### src/rtl/bp_me_pkg.sv
// rtl/bp_me_pkg.sv - shared constants and assembly state type for the byte packer
package bp_me_pkg;

   localparam int byte_width_gp = 8;

   typedef enum logic {
      e_pack_fill = 1'b0,
      e_pack_full = 1'b1
   } bp_pack_state_e;

endpackage

### src/rtl/bsg_one_fifo.sv
// rtl/bsg_one_fifo.sv - one-entry holding register with valid bit and same-cycle refill on dequeue
module bsg_one_fifo #(
   parameter int width_p = 32
) (
   input  logic               clk_i,
   input  logic               reset_i,
   input  logic               v_i,
   output logic               ready_o,
   input  logic [width_p-1:0] data_i,
   output logic               v_o,
   output logic [width_p-1:0] data_o,
   input  logic               yumi_i
);

   logic               full_q, full_d;
   logic [width_p-1:0] data_q, data_d;

   // Ready includes the dequeue so a new word can replace the departing one on the same edge.
   assign ready_o = ~full_q | yumi_i;
   assign v_o     = full_q;
   assign data_o  = data_q;

   always_comb begin
      full_d = full_q;
      data_d = data_q;
      if (v_i & ready_o) begin
         full_d = 1'b1;
         data_d = data_i;
      end else if (yumi_i) begin
         full_d = 1'b0;
      end
   end

   always_ff @(posedge clk_i) begin
      if (reset_i) begin
         full_q <= 1'b0;
         data_q <= '0;
      end else begin
         full_q <= full_d;
         data_q <= data_d;
      end
   end

endmodule

### src/rtl/bp_stream_byte_packer.sv
// rtl/bp_stream_byte_packer.sv - packs a byte stream into little-endian words; BP_STREAM_BYTE_PACKER_CHECKSUM_EN adds a byte sum
module bp_stream_byte_packer
   import bp_me_pkg::*;
#(
   parameter int stream_data_width_p = 32
) (
   input  logic                           clk_i,
   input  logic                           reset_i,
   input  logic                           in_v_i,
   input  logic [7:0]                     in_data_i,
   output logic                           in_ready_o,
   input  logic                           flush_i,
   output logic                           out_v_o,
   output logic [stream_data_width_p-1:0] out_data_o,
   input  logic                           out_ready_i,
   output logic [31:0]                    word_count_o,
   output logic [31:0]                    checksum_o
);

   localparam int lanes_lp  = stream_data_width_p / byte_width_gp;
   localparam int lane_w_lp = $clog2(lanes_lp + 1);
   localparam logic [lane_w_lp-1:0] lanes_full_lp = lane_w_lp'(lanes_lp);

   logic [lane_w_lp-1:0]           lane_q, lane_d, lane_inc;
   logic [stream_data_width_p-1:0] asm_q, asm_d, asm_fill;
   logic [31:0]                    word_count_q, word_count_d;
   bp_pack_state_e                 asm_state;
   logic                           accept, complete, fifo_ready, out_v, yumi;

   assign asm_state  = (lane_q == lanes_full_lp) ? e_pack_full : e_pack_fill;
   assign in_ready_o = (asm_state == e_pack_fill) & ~reset_i;
   assign accept     = in_v_i & in_ready_o;
   assign yumi       = out_v & out_ready_i;
   assign out_v_o    = out_v;

   always_comb begin
      asm_fill = asm_q;
      for (int l = 0; l < lanes_lp; l++) begin
         if (accept && (lane_q == lane_w_lp'(l)))
            asm_fill[byte_width_gp*l +: byte_width_gp] = in_data_i;
      end
      lane_inc = lane_q + lane_w_lp'(accept);
      // A same-cycle byte lands before the flush; an empty or already-full word ignores flush.
      complete = (lane_inc == lanes_full_lp)
               | (flush_i & (asm_state == e_pack_fill) & (lane_inc != '0));
      lane_d = lane_inc;
      asm_d  = asm_fill;
      if (complete & fifo_ready) begin
         lane_d = '0;
         asm_d  = '0;
      end else if (complete) begin
         lane_d = lanes_full_lp;
      end
      word_count_d = word_count_q + 32'(yumi);
   end

   always_ff @(posedge clk_i) begin
      if (reset_i) begin
         lane_q       <= '0;
         asm_q        <= '0;
         word_count_q <= '0;
      end else begin
         lane_q       <= lane_d;
         asm_q        <= asm_d;
         word_count_q <= word_count_d;
      end
   end

   bsg_one_fifo #(
      .width_p(stream_data_width_p)
   ) hold (
      .clk_i  (clk_i),
      .reset_i(reset_i),
      .v_i    (complete),
      .ready_o(fifo_ready),
      .data_i (asm_fill),
      .v_o    (out_v),
      .data_o (out_data_o),
      .yumi_i (yumi)
   );

   assign word_count_o = word_count_q;

`ifdef BP_STREAM_BYTE_PACKER_CHECKSUM_EN
   logic [31:0] checksum_q;

   always_ff @(posedge clk_i) begin
      if (reset_i)
         checksum_q <= '0;
      else if (accept)
         checksum_q <= checksum_q + 32'(in_data_i);
   end

   assign checksum_o = checksum_q;
`else
   assign checksum_o = '0;
`endif

endmodule
### config.mk
export PLATFORM = sky130hd
export DESIGN_NAME = bp_stream_byte_packer
export DESIGN_NICKNAME = d
export VERILOG_FILES = /design/src/rtl/bp_me_pkg.sv /design/src/rtl/bsg_one_fifo.sv /design/src/rtl/bp_stream_byte_packer.sv
export SDC_FILE = /design/constraint.sdc
export NUM_CORES = 1
export LEC_CHECK = 0
export BUFFER_PORTS_ARGS = -buffer_cell sky130_fd_sc_hd__buf_4
export CAP_MARGIN = 20
export CORE_ASPECT_RATIO = 0.9
export CORE_MARGIN = 8
export CORE_UTILIZATION = 38
export DETAILED_ROUTE_END_ITERATION = 8
export GPL_TIMING_DRIVEN = 0
export HOLD_SLACK_MARGIN = 0.06
export PLACE_DENSITY = 0.59
export SYNTH_ARGS = -nofsm -noshare
export SYNTH_HDL_FRONTEND = slang
export SYNTH_SLANG_ARGS = --single-unit
export TNS_END_PERCENT = 5
### constraint.sdc
create_clock -name clk_i -period 2.7 [get_ports clk_i]
set_clock_uncertainty 0.1 [all_clocks]
set_input_delay 0.405 -clock clk_i [delete_from_list [all_inputs] [get_ports clk_i]]
set_output_delay 0.405 -clock clk_i [all_outputs]
set_load 0.01 [all_outputs]
==> results.sh, run 1 <==
export IMPL_status="complete, no violations"
export IMPL_cp_data_required_time_ns=2.86
export IMPL_area_growth_pct=34.3
export IMPL_initial_core_util_pct=38.4
export IMPL_yosysUniqueCellTypes=50
export IMPL_num_rows=37
export IMPL_drc=0
export IMPL_num_fill_cells=1079
export IMPL_critPathKind="flop to flop"
export IMPL_synth_area_per_cell_um2=9.61
export IMPL_via_per_inst=4.95
export IMPL_most_common_layout_cells="buf_4, dfxtp_1"
export IMPL_total_power_w=0.00354
export IMPL_multiInputGateArea_um2=2170
export IMPL_irDropWorstVdd_mv=0.277
export IMPL_ant_nets=0
export IMPL_wl_mm=11.6
export IMPL_r2r_start="lane_q[1]"
export IMPL_vias=3657
export IMPL_wl_per_cell_um=15.7
export IMPL_place_inst=715
export IMPL_die_h_um=117
export IMPL_track_usage_pct=14.8
export IMPL_hold_ws_ns=0.326
export IMPL_worst_slew_pin_slew_ns=0.664
export IMPL_grt_pass1_vias=3461
export IMPL_synth_edff_count=0
export IMPL_layout_commonest_cell="buf_4"
export IMPL_finalSetupViolCount=0
export IMPL_fmax_mhz=378
export IMPL_worstPathMaxFanout=8
export IMPL_drtPass1Iterations=4
export IMPL_grt_max_degree=18
export IMPL_worst_setup_path_end_kind="flop"
export IMPL_post_route_cells_drive_above_1_share_pct=33.1
export IMPL_synth_seq_cells=100
export IMPL_clk_pin_slew_ns=0.07
export IMPL_pre_cts_ws_ns=-0.277
export IMPL_cts_htree_levels=3
export IMPL_timing_final_ws_setup_ns=0.0542
export IMPL_clock_latency_ns=0.34
export IMPL_final_max_slew_viol_count=0
export IMPL_numCtsBuffers=9
export IMPL_maxSlewHeadroom_pct=55.1
export IMPL_cp_endpoint="hold.data_o[5]"
export IMPL_gp_congestion=0.789
export IMPL_antenna_found_initial=0
export IMPL_hold_path_class="input port to flop"
export IMPL_cts_tree="yes"
export IMPL_diodes=0
export IMPL_synth_area_um2=4330
export IMPL_yosysSeqAreaShare_pct=46.2
export IMPL_r2r_slack_ns=0.05
export IMPL_r2r_cells=10
export IMPL_hold_viol=0
export IMPL_instances_no_fill=739
export IMPL_timing_final_crit_share_pct=98.0
export IMPL_clock_sinks=100
export IMPL_p_leak_nw=2.47
export IMPL_powerDensity_nw_per_um2=608
export IMPL_portBuffers=77
export IMPL_crit_start="lane_q[1]"
export IMPL_first_iter_violations=241
export IMPL_synthFlopType="dfxtp_1"
export IMPL_ctsHoldBuffers=0
export IMPL_worstReg2RegEnd="hold.data_o[5]"
export IMPL_start_kind="flop"
export IMPL_crit_arrival_ns=2.81
export IMPL_grt_overflow=0
export IMPL_syn_inst=451
export IMPL_seq_area_um2=2010
export IMPL_dp_hpwl_mm=8.33
export IMPL_clockBufferDepth=2
export IMPL_die_w_um=129
export IMPL_core_area_um2=11300
export IMPL_root_buffer="clkbuf_16"
export IMPL_synth_async_reset_ratio_pct=0
export IMPL_grt_pass1_wl_mm=18.0
export IMPL_ys_warn_count=0
export IMPL_nets=595
export IMPL_die_area_um2=15100
export IMPL_fin_crit_ns=2.65
export IMPL_pin_count=111
export IMPL_cap_viol_max_count=0
-- worst min path at each step --
stage	start	endpoint	cells past startpoint
floorplan	asm_q[16]	asm_q[16]	2
global placement	hold.data_o[19]	hold.data_o[19]	2
detailed placement	hold.data_o[24]	hold.data_o[24]	2
CTS	flush_i	lane_q[2]	3
global route	flush_i	lane_q[2]	3
finish	in_data_i[1]	asm_q[9]	3
-- where the power goes --
part           total, W  internal (W)  switching, W  leakage (nW)
Clock           0.00140      0.000824      0.000580         0.155
Sequential      0.00153       0.00151     0.0000218         0.809
Combinational  0.000609      0.000267      0.000342          1.51
Total           0.00354       0.00260      0.000944          2.47
-- registers in the layout (all words and copies together), names as in the netlist --
| register | flops |
|---|---|
| asm_q | 32 |
| hold.data_o | 32 |
| word_count_o | 32 |
| lane_q | 3 |
| hold.v_o | 1 |
-- worst max-delay path, stage by stage (launching register included) --
cell	delay, ns
dfxtp_4	0.35
nor2_4	0.11
a21oi_2	0.07
and2_4	0.15
ha_4	0.16
ha_4	0.24
nor2_4	0.13
mux2_4	0.34
a2111o_2	0.57
buf_6	0.20
o22ai_2	0.16
-- cell usage after synthesis, types with 11 or more instances --
cell	number	share of area (%)
mux2i_1	32	7.4
a21oi_1	18	2.1
nand3_1	11	1.3
o22ai_1	32	4.6
nor2_1	17	1.5
nor3_1	32	3.7
buf_2	11	1.3
nand4_1	12	1.7
buf_4	32	5.5
nand2b_1	32	4.6
clkbuf_1	11	0.95
dfxtp_1	100	46
-- routing by layer --
layer  track usage, %  routed length [um]  vias up
met2             22.4                5260      109
met4             5.06                 138        0
li1                 -                   -     1821
met1             20.0                5400     1718
met5                0                   0        -
met3             3.53                 810        9
-- what timing repair did --
item	4_1_cts	5_1_grt
resized for setup	11	26
gates cloned	1	2
pin swaps	2	15
endpoints found under the setup margin	65	60
setup buffers	1	5
-- cell type report --
| class | count | share of cell area, % |
|---|---|---|
| Clock inverter | 6 | 1.65 |
| Multi-Input combinational cell | 314 | 37.3 |
| Buffer | 62 | 7.65 |
| Clock buffer | 10 | 3.93 |
| Tap cell | 156 | 3.35 |
| Inverter | 5 | 0.322 |
| Timing Repair Buffer | 86 | 11.3 |
| Sequential cell | 100 | 34.5 |
-- logic make-up (layout without fill, tap and decap cells) --
family	count (synthesis)	in the layout	share of synthesized area, %
AOI/OAI and AO/OA	73	73	10.5
xor gates and xnor gates	11	11	2.22
adders and majority gates	4	4	1.15
buffers and inverters	68	169	10.0
DFF	100	100	46.2
muxes	36	36	8.43
other	1	32	0.0865
and+or+nand+nor	158	158	21.4
-- stage by stage --
| step | area (um^2) | setup TNS (ns) | util [%] |
|---|---|---|---|
| CTS | 5650 | 0 | 50.1 |
| finish | 5820 | 0 | 51.5 |
| floorplan | 4510 | 0 | - |
| global route | 5820 | -0.0118 | 51.5 |
| detailed placement | 5280 | -14.89 | 46.8 |
| global placement | 5280 | -13.09 | 46.8 |
No activity file was read; power rests on OpenSTA's default activity.
==> run 2, diff against run 1 <==
- PLACE_DENSITY: 0.59 -> 0.58
- SYNTH_HIERARCHICAL: default -> 1
==> run 2 against run 1 <==
  * Largest cell class unchanged
  * Highest routed layer unchanged
  * Critical path type unchanged
  * Final cell count rose by 3.5%
  * Total power fell by 7.1%
  * Synthesized cell count rose by 6.0%
  * Die area rose by 6.3%
  * Sequential power barely moved
  * Clock power fell by 10%
  * Register-to-register slack improved by 0.06 ns
==> results.sh, run 2 <==
export IMPL_root_buffer="clkbuf_16"
export IMPL_drtPass1Iterations=4
export IMPL_finalSetupViolCount=0
export IMPL_ys_warn_count=6
export IMPL_worstPathMaxFanout=10
export IMPL_cp_endpoint="hold/data_o[2]"
export IMPL_die_h_um=121
export IMPL_final_max_slew_viol_count=0
export IMPL_syn_inst=478
export IMPL_most_common_layout_cells="buf_4, dfxtp_1, nand3_1"
export IMPL_powerDensity_nw_per_um2=554
export IMPL_num_fill_cells=1142
export IMPL_synth_edff_count=0
export IMPL_total_power_w=0.00329
export IMPL_synth_top_area_share_pct=43.0
export IMPL_r2r_start="lane_q[2]"
export IMPL_yosysTopAreaCell="dfxtp_1"
export IMPL_hold_viol=0
export IMPL_r2r_cells=12
export IMPL_dp_hpwl_mm=8.80
export IMPL_dpl_cell_area_um2=5550
export IMPL_worstReg2RegEnd="hold/data_o[2]"
export IMPL_worst_slew_pin_slew_ns=0.586
export IMPL_drc=0
export IMPL_cap_viol_max_count=0
export IMPL_yosysMostFrequentCell="dfxtp_1"
export IMPL_fmax_mhz=387
export IMPL_wl_per_cell_um=15.2
export IMPL_status="complete, no violations"
export IMPL_worst_setup_path_end_kind="flop"
export IMPL_die_w_um=133
export IMPL_core_area_um2=12000
export IMPL_maxSlewHeadroom_pct=60.9
export IMPL_yosysSeqAreaShare_pct=43.0
export IMPL_start_kind="flop"
export IMPL_synth_seq_cells=100
export IMPL_synth_common_cells="dfxtp_1, nand3_1, a21oi_1"
export IMPL_first_iter_violations=185
export IMPL_numCtsBuffers=9
export IMPL_grt_pass1_vias=3554
export IMPL_irDropWorstVdd_mv=0.305
export IMPL_track_usage_pct=14.2
export IMPL_final_util_pct=49.6
export IMPL_yosysUniqueCellTypes=42
export IMPL_hold_ws_ns=0.317
export IMPL_grt_overflow=0
export IMPL_rsz0062_at_grt="true"
export IMPL_via_per_inst=4.82
export IMPL_layout_commonest_cell="buf_4"
export IMPL_vias=3684
export IMPL_holdPathStages=3
export IMPL_clk_pin_slew_ns=0.07
export IMPL_critPathKind="flop to flop"
export IMPL_diodes=0
export IMPL_num_rows=38
export IMPL_synth_area_um2=4650
export IMPL_p_leak_nw=2.50
export IMPL_grt_max_degree=19
export IMPL_wl_mm=11.6
export IMPL_clock_latency_ns=0.34
export IMPL_pre_cts_ws_ns=-0.362
export IMPL_synthFlopType="dfxtp_1"
export IMPL_post_route_cells_drive_above_1_share_pct=38.7
export IMPL_synth_async_reset_ratio_pct=0
export IMPL_area_growth_pct=27.8
export IMPL_ant_nets=0
export IMPL_synth_area_top_cells="dfxtp_1, mux2_2, a21bo_2"
export IMPL_cts_tree="yes"
export IMPL_hold_path_class="input port to flop"
export IMPL_antenna_found_initial=0
export IMPL_fin_crit_ns=2.58
export IMPL_nets=617
export IMPL_clockBufferDepth=2
export IMPL_gp_congestion=0.777
export IMPL_pin_count=111
export IMPL_stdcell_area_um2=5940
export IMPL_r2r_slack_ns=0.12
export IMPL_die_area_um2=16000
export IMPL_crit_arrival_ns=2.68
export IMPL_clock_sinks=100
export IMPL_synth_area_per_cell_um2=9.73
export IMPL_timing_final_ws_setup_ns=0.118
export IMPL_cts_htree_levels=3
export IMPL_crit_start="lane_q[2]"
export IMPL_initial_core_util_pct=38.8
export IMPL_portBuffers=78
export IMPL_cp_data_required_time_ns=2.80
export IMPL_timing_final_crit_share_pct=95.6
export IMPL_grt_pass1_wl_mm=18.7
-- run 2: cell count changes in the layout (fill, tap and decap cells not counted), sizes merged, moves of 8 or more --
cell / previous run / this run
mux2: 4 / 34
o22ai: 32 / 0
a21oi: 18 / 50
mux2i: 32 / 0
nand3: 11 / 46
a21bo: 0 / 32
nor2b: 6 / 37
o31ai: 5 / 13
nand2b: 32 / 1
nor3: 32 / 0
-- run 2: critical path: stages (launching register included) --
cell and delay [ns]:
dfxtp_2 0.38, nor3b_4 0.25, nor2_1 0.08, and2_1 0.18, ha_1 0.20, ha_4 0.17, xnor2_2 0.14, o32ai_2 0.24
buf_4 0.17, buf_6 0.15, buf_4 0.19, a21bo_2 0.13, a21oi_1 0.06
-- run 2: layer usage --
| layer | global-route usage, % | up-vias | wire length, um |
|---|---|---|---|
| met4 | 4.04 | 0 | 132 |
| met3 | 3.77 | 10 | 534 |
| met1 | 18.6 | 1717 | 5560 |
| li1 | - | 1876 | - |
| met2 | 22.7 | 81 | 5410 |
| met5 | 0 | - | 0 |
-- run 2: metrics by stage --
| step | setup TNS (ns) | std cells |
|---|---|---|
| 2_1_floorplan | 0 | 509 |
| 3_3_place_gp | -19.71 | 747 |
| 3_5_place_dp | -15.34 | 747 |
| 4_1_cts | 0 | 763 |
| 5_1_grt | -0.865 | 765 |
| 6_report | 0 | 765 |
-- run 2: worst min-delay path by stage --
stage                  endpoint             start
6_report        hold/data_o[27]           reset_i
4_1_cts         hold/data_o[27]           reset_i
2_1_floorplan  word_count_o[31]  word_count_o[31]
3_5_place_dp   word_count_o[31]  word_count_o[31]
5_1_grt         hold/data_o[27]           reset_i
3_3_place_gp   word_count_o[31]  word_count_o[31]
-- run 2: where the power goes --
part | internal, W | leakage [nW] | switching, W | total (W)
Combinational | 0.000208 | 1.54 | 0.000300 | 0.000509
Sequential | 0.00151 | 0.808 | 0.0000214 | 0.00153
Clock | 0.000669 | 0.146 | 0.000588 | 0.00126
Total | 0.00238 | 2.50 | 0.000910 | 0.00329
-- run 2: final cells by class --
type,instances,area (um^2),share of cell area [%]
multi-input cells,344,2390,40.3
well taps,160,200,3.37
clock buffers,10,239,4.02
flip-flops and latches,100,2010,33.7
plain buffers,62,438,7.37
clock inverters,6,55.1,0.926
inverters,3,11.3,0.189
repair buffers,80,601,10.1
-- run 2: kinds of logic (layout without fill, tap and decap cells) --
kind of cell | after synthesis | after routing | share of synthesized area, %
and+or+nand+nor | 160 | 160 | 20.7
muxes | 34 | 34 | 8.23
DFF | 100 | 100 | 43.0
AOI/OAI and AO/OA | 102 | 102 | 15.7
xor gates and xnor gates | 12 | 12 | 2.26
buffers and inverters | 65 | 161 | 8.90
adders and majority gates | 4 | 4 | 1.08
other | 1 | 32 | 0.0806
-- run 2: timing repair --
action | in CTS | in global routing
resized for setup | 4 | 25
hold buffers | 0 | 0
pin swaps | 0 | 3
setup buffers | 0 | 2
endpoints found under the setup margin | 63 | 63
